`config.mk`:
```
export PLATFORM = sky130hd
export DESIGN_NAME = tipi_nibble_port
export DESIGN_NICKNAME = d
export VERILOG_FILES = /design/src/rtl/tipi_nibble_port.sv
export SDC_FILE = /design/constraint.sdc
export NUM_CORES = 1
export LEC_CHECK = 0
export CORE_UTILIZATION = 48
export CTS_CLUSTER_SIZE = 28
export DETAILED_ROUTE_END_ITERATION = 8
export PLACE_DENSITY = 0.79
export SLEW_MARGIN = 20
export SYNTH_ARGS = -nofsm -noshare
export SYNTH_HDL_FRONTEND = slang
export SYNTH_SLANG_ARGS = --single-unit
```
`constraint.sdc`:
```
create_clock -name clk -period 2.4 [get_ports clk]
set_clock_uncertainty 0.15 [all_clocks]
set_input_delay 0.36 -clock clk [delete_from_list [all_inputs] [get_ports clk]]
set_output_delay 0.36 -clock clk [all_outputs]
set_load 0.01 [all_outputs]
```
`src/rtl/tipi_nibble_port.sv`:
```
// tipi_nibble_port: Pi-facing nibble port of the TIPI CPLD.
// Serializes the TD/TC latches to the Pi and deserializes Pi writes into
// RD/RC over a 4-bit bus paced by the Pi's asynchronous r_clk strobe.
module tipi_nibble_port #(
    parameter int unsigned SYNC_STAGES = 2
) (
    input  logic       clk,
    input  logic       reset,
    input  logic       r_clk,
    input  logic       r_nibrst,
    input  logic [3:0] r_nib_in,
    output logic [3:0] r_nib_out,
    output logic       r_nib_oe,
    input  logic [7:0] td_in,
    input  logic [7:0] tc_in,
    output logic [7:0] rd_out,
    output logic [7:0] rc_out,
    output logic       rd_wr,
    output logic       rc_wr,
    output logic       frame_err,
    output logic       busy
);

    typedef enum logic [1:0] {IDLE, HI, LO, DONE} state_t;

    logic [SYNC_STAGES-1:0] rclk_sync_q;
    logic [SYNC_STAGES-1:0] nibrst_sync_q;
    logic                   rclk_prev_q;
    logic                   edge_s;
    logic                   nibrst_s;

    state_t      state_q, state_d;
    logic        is_rd_q, is_rd_d;
    logic        wr_ok_q, wr_ok_d;
    logic [1:0]  sel_q, sel_d;
    logic [7:0]  sh_q, sh_d;
    logic [7:0]  rd_q, rd_d;
    logic [7:0]  rc_q, rc_d;
    logic        rd_wr_q, rd_wr_d;
    logic        rc_wr_q, rc_wr_d;
    logic        err_q, err_d;

    // Synchronize the asynchronous Pi strobes and remember the last strobe level.
    always_ff @(posedge clk) begin
        if (!reset) begin
            rclk_sync_q   <= '0;
            nibrst_sync_q <= '0;
            rclk_prev_q   <= 1'b0;
        end else begin
            rclk_sync_q   <= {rclk_sync_q[SYNC_STAGES-2:0], r_clk};
            nibrst_sync_q <= {nibrst_sync_q[SYNC_STAGES-2:0], r_nibrst};
            rclk_prev_q   <= rclk_sync_q[SYNC_STAGES-1];
        end
    end

    assign edge_s   = rclk_sync_q[SYNC_STAGES-1] & ~rclk_prev_q;
    assign nibrst_s = nibrst_sync_q[SYNC_STAGES-1];

    // Frame state and data registers.
    always_ff @(posedge clk) begin
        if (!reset) begin
            state_q <= IDLE;
            is_rd_q <= 1'b0;
            wr_ok_q <= 1'b0;
            sel_q   <= '0;
            sh_q    <= '0;
            rd_q    <= '0;
            rc_q    <= '0;
            rd_wr_q <= 1'b0;
            rc_wr_q <= 1'b0;
            err_q   <= 1'b0;
        end else begin
            state_q <= state_d;
            is_rd_q <= is_rd_d;
            wr_ok_q <= wr_ok_d;
            sel_q   <= sel_d;
            sh_q    <= sh_d;
            rd_q    <= rd_d;
            rc_q    <= rc_d;
            rd_wr_q <= rd_wr_d;
            rc_wr_q <= rc_wr_d;
            err_q   <= err_d;
        end
    end

    // Next-state logic: frame reset wins over a coincident strobe edge.
    always_comb begin
        state_d = state_q;
        is_rd_d = is_rd_q;
        wr_ok_d = wr_ok_q;
        sel_d   = sel_q;
        sh_d    = sh_q;
        rd_d    = rd_q;
        rc_d    = rc_q;
        rd_wr_d = 1'b0;
        rc_wr_d = 1'b0;
        err_d   = err_q;
        if (nibrst_s) begin
            state_d = IDLE;
            err_d   = 1'b0;
        end else if (edge_s) begin
            unique case (state_q)
                IDLE: begin
                    // A reserved bit2 invalidates the frame in either direction.
                    is_rd_d = r_nib_in[3] & ~r_nib_in[2];
                    wr_ok_d = ~r_nib_in[3] & ~r_nib_in[2] & r_nib_in[1];
                    sel_d   = r_nib_in[1:0];
                    if (r_nib_in[2] || (!r_nib_in[3] && !r_nib_in[1]))
                        err_d = 1'b1;
                    unique case (r_nib_in[1:0])
                        2'd0:    sh_d = td_in;
                        2'd1:    sh_d = tc_in;
                        2'd2:    sh_d = rd_q;
                        default: sh_d = rc_q;
                    endcase
                    state_d = HI;
                end
                HI: begin
                    if (!is_rd_q)
                        sh_d[7:4] = r_nib_in;
                    state_d = LO;
                end
                LO: begin
                    if (!is_rd_q) begin
                        sh_d[3:0] = r_nib_in;
                        if (wr_ok_q) begin
                            if (sel_q[0]) begin
                                rc_d    = {sh_q[7:4], r_nib_in};
                                rc_wr_d = 1'b1;
                            end else begin
                                rd_d    = {sh_q[7:4], r_nib_in};
                                rd_wr_d = 1'b1;
                            end
                        end
                    end
                    state_d = DONE;
                end
                default: err_d = 1'b1;
            endcase
        end
    end

    // Output decode from current state.
    always_comb begin
        busy      = (state_q == HI) || (state_q == LO);
        r_nib_oe  = busy && is_rd_q;
        r_nib_out = '0;
        if (r_nib_oe)
            r_nib_out = (state_q == HI) ? sh_q[7:4] : sh_q[3:0];
    end

    assign rd_out    = rd_q;
    assign rc_out    = rc_q;
    assign rd_wr     = rd_wr_q;
    assign rc_wr     = rc_wr_q;
    assign frame_err = err_q;

endmodule

```
==> results.json <==
{
  "syn_inst": 201,
  "synthesis.area_per_instance_um2": 9.42,
  "setup_tns_ns": 0,
  "layout.cells.non_filler": 303,
  "clock-sinks": 37,
  "gp_congestion": 0.878,
  "worst_skew_pair.late_latency_ns": 0.29,
  "max_slew_margin": 0.607,
  "syn-num-nets": 230,
  "core_region_area_um2": 3720,
  "top_level_ports": 49,
  "hold_class": "reg2reg",
  "post_synth_num_cell_types": 35,
  "holdCritStartpoint": "nibrst_sync_q[0]",
  "warnings_synthesis": 0,
  "die-height_um": 64.8,
  "status": "finished, final reports clean",
  "syn_area_um2": 1890,
  "globalRoute.totalOverflow": 0,
  "crit_path_max_fanout": 5,
  "first_global_vias": 1504,
  "timing.critical_path.to_type": "output port",
  "flop2flop_setup_slack_ns": 0.42,
  "grtUsageTotal": 0.232,
  "placedCellCount": 295,
  "remaining_antenna_violation_count_after_routing": 0,
  "r2r.worst_path.cells": 3,
  "grt_pass1_wl_mm": 7.30,
  "tritoncts": "yes",
  "initial_core_util": 0.509,
  "ys_top_cells_by_area": "sky130_fd_sc_hd__dfxtp_1 39%, sky130_fd_sc_hd__mux2i_1 13%, sky130_fd_sc_hd__mux2_2 7.1%",
  "drtIter0Drc": 66,
  "clockRootBuffer": "sky130_fd_sc_hd__clkbuf_8",
  "number_of_antenna_violations_at_the_first_check_in_global_routing": 0,
  "grt_max_degree": 18,
  "worstPathCellList": "inv_1 -> ha_4 -> nand2_2 -> nor2_1 -> clkdlybuf4s50_1",
  "fp.dieW_um": 64.8,
  "wirelength_mm": 4.44,
  "critical_path.max_stage_delay_ns": 0.54,
  "reg2reg_to": "rc_out[0]",
  "synth_largest_type_area_fraction": 0.391,
  "cts_setup_buffers": 0,
  "buffer_ports.inserted": 48,
  "insertedDiodeCount": 0,
  "maximum_vdd_drop_uv": 349,
  "critical_path.reg2reg.startpoint": "rclk_sync_q[1]",
  "avgViaCountPerCell": 5.40,
  "cp.arrival_ns": 1.81,
  "row_count": 22,
  "max_cap_violations": 0,
  "detailroute.via_count": 1637,
  "critPathSlowestCell": "sky130_fd_sc_hd__clkdlybuf4s50_1",
  "finalHoldViolations": 0,
  "power_density_normalized_to_cell_area_nw_per_um2": 475,
  "route.detailed.drc": 0,
  "fill_cells": 320,
  "cellLeakagePower_nw": 1.05,
  "syn2layout_area_growth_pct": 35.0,
  "timing.final.max_slew_violations": 0,
  "finalCritPeriodShare": 0.966,
  "rsz0062_at_grt": "no",
  "clock.fmax_ghz": 0.432,
  "crit_required_ns": 1.89,
  "tightestPinTransition_ns": 0.590,
  "hold_buffers": 0,
  "post_cts_resized": 6,
  "fin_nets": 283,
  "hold_path_end": "nibrst_sync_q[1]",
  "post_drt_wl_per_cell_um": 14.7,
  "ys_seq_area_frac": 0.391,
  "timing.setup.critical_path_class": "reg2out",
  "crit_path_start_kind": "flop",
  "clk_pin_slew_worst_paths_ns": 0.07,
  "ctsLongestPathBuffers": 2,
  "final_layout_size_suffix_gt1_frac": 0.145,
  "timing.final.crit_period_ns": 2.32,
  "final_setup_vio_count": 0,
  "hpwl_mm": 3.21,
  "synth_largest_area_cell": "sky130_fd_sc_hd__dfxtp_1",
  "design.die.area_um2": 4200,
  "ys_seq_elements": 37,
  "ctsHtreeMaxLevel": 2,
  "first_drt_pass_iteration_count": 4,
  "worstHoldPathCells": 1,
  "number_of_clock_buffers_inserted_by_tritoncts": 5
}
report_power, final:
group	switching, mW	total, mW	leakage [nW]	internal (mW)
sequential	0.00945	0.636	0.301	0.626
combinational	0.0738	0.168	0.706	0.0940
clock	0.204	0.410	0.0395	0.206
total	0.287	1.21	1.05	0.926
cells in the final DEF, fill, tap and decap left out, types with 4 or more instances in the layout:
cell,count
sky130_fd_sc_hd__and2_1,5
sky130_fd_sc_hd__nand2b_1,5
sky130_fd_sc_hd__nand2_1,24
sky130_fd_sc_hd__a22oi_1,4
sky130_fd_sc_hd__nor3b_1,4
sky130_fd_sc_hd__nor2_1,13
sky130_fd_sc_hd__clkbuf_8,5
sky130_fd_sc_hd__inv_1,12
sky130_fd_sc_hd__a221oi_1,12
sky130_fd_sc_hd__mux2i_1,24
sky130_fd_sc_hd__nor2b_1,6
sky130_fd_sc_hd__buf_4,10
sky130_fd_sc_hd__dfxtp_1,35
sky130_fd_sc_hd__clkdlybuf4s50_1,46
sky130_fd_sc_hd__mux2_2,12
worst max-delay path, delay by kind of cell (launching register included):
family	cells	cell delay [ns]
adder cells (fa/ha/maj)	1	0.29
buffers and inverters	2	0.63
flip-flops	1	0.38
AND/OR/NAND/NOR	2	0.22
worst max-delay path by stage:
stage                     slack, ns  cells after the start      endpoint       start
after floorplan                0.55                      6       sh_q[1]  state_q[0]
after global placement         0.23                      5  r_nib_out[1]  state_q[0]
after detailed placement       0.21                      5  r_nib_out[2]  state_q[0]
after CTS                      0.03                      5  r_nib_out[0]  state_q[1]
after global routing           0.01                      5  r_nib_out[0]  state_q[0]
final                          0.08                      5  r_nib_out[0]  state_q[0]
routing by layer:
metal,global-route usage,vias up,part of all wire
met4,0.0694,0,0.0092
met3,0.0581,5,0.070
met5,0,-,0
met2,0.372,53,0.48
li1,-,823,-
met1,0.305,756,0.44
synthesized netlist by cell type:
master / n
sky130_fd_sc_hd__a211oi_1: 1
sky130_fd_sc_hd__nand2_1: 25
sky130_fd_sc_hd__o221a_2: 1
sky130_fd_sc_hd__and2_1: 5
sky130_fd_sc_hd__o21ai_0: 3
sky130_fd_sc_hd__nor2_1: 13
sky130_fd_sc_hd__a2111o_1: 1
sky130_fd_sc_hd__nand2b_1: 5
sky130_fd_sc_hd__or2b_1: 1
sky130_fd_sc_hd__buf_6: 2
sky130_fd_sc_hd__nor2b_1: 6
sky130_fd_sc_hd__mux2_2: 12
sky130_fd_sc_hd__a221oi_1: 12
sky130_fd_sc_hd__inv_1: 13
sky130_fd_sc_hd__mux2i_1: 24
sky130_fd_sc_hd__o32a_1: 1
sky130_fd_sc_hd__or2_2: 1
sky130_fd_sc_hd__or3_1: 2
sky130_fd_sc_hd__mux4_2: 1
sky130_fd_sc_hd__nand3b_1: 1
sky130_fd_sc_hd__buf_2: 2
sky130_fd_sc_hd__clkbuf_1: 7
sky130_fd_sc_hd__a22oi_1: 4
sky130_fd_sc_hd__a21oi_1: 3
sky130_fd_sc_hd__ha_1: 5
sky130_fd_sc_hd__nor4_1: 1
sky130_fd_sc_hd__or3b_4: 1
sky130_fd_sc_hd__a221o_1: 1
sky130_fd_sc_hd__a311o_1: 1
sky130_fd_sc_hd__a21o_1: 2
sky130_fd_sc_hd__nor3b_1: 4
sky130_fd_sc_hd__o22ai_1: 1
sky130_fd_sc_hd__dfxtp_1: 37
sky130_fd_sc_hd__buf_1: 1
sky130_fd_sc_hd__nor4bb_1: 1
flip-flops by register name, summed over array words and instances, names as in the netlist:
register and count:
is_rd_q 1, wr_ok_q 1, frame_err 1, rc_out 8, state_q 2, rclk_sync_q 2, rc_wr 1, rclk_prev_q 1
nibrst_sync_q 2, rd_out 8, sh_q 8, sel_q 1, rd_wr 1
area by class of cell:
cell class | count | area [um2] | share of cell area
Clock buffer | 8 | 80.1 | 0.0313
Timing Repair Buffer | 58 | 553 | 0.216
Inverter | 13 | 48.8 | 0.0191
Tap cell | 48 | 60.1 | 0.0235
Sequential cell | 37 | 746 | 0.292
Multi-Input combinational cell | 139 | 1070 | 0.418
stage by stage:
stage | worst slack [ns] | hold WS (ns) | area [um2] | total power, mW | util
detailed placement | 0.208 | 0.269 | 2450 | 0.813 | 0.658
CTS | 0.0278 | 0.285 | 2540 | 1.22 | 0.684
finish | 0.0826 | 0.285 | 2560 | 1.21 | 0.688
global placement | 0.229 | 0.268 | 2450 | 0.811 | 0.658
global route | 0.0104 | 0.294 | 2560 | 1.27 | 0.688
floorplan | 0.554 | 0.262 | 1890 | 0.738 | -
kinds of logic after synthesis:
kind of cell | count (synthesis) | share of synthesized area
buffers and inverters | 25 | 0.0588
AND/OR/NAND/NOR | 66 | 0.176
multiplexers | 37 | 0.210
flip-flops | 37 | 0.391
adder cells (fa/ha/maj) | 5 | 0.0330
AO/OA/AOI/OAI | 31 | 0.130
Note: power is estimated with default switching activity, not from simulation.
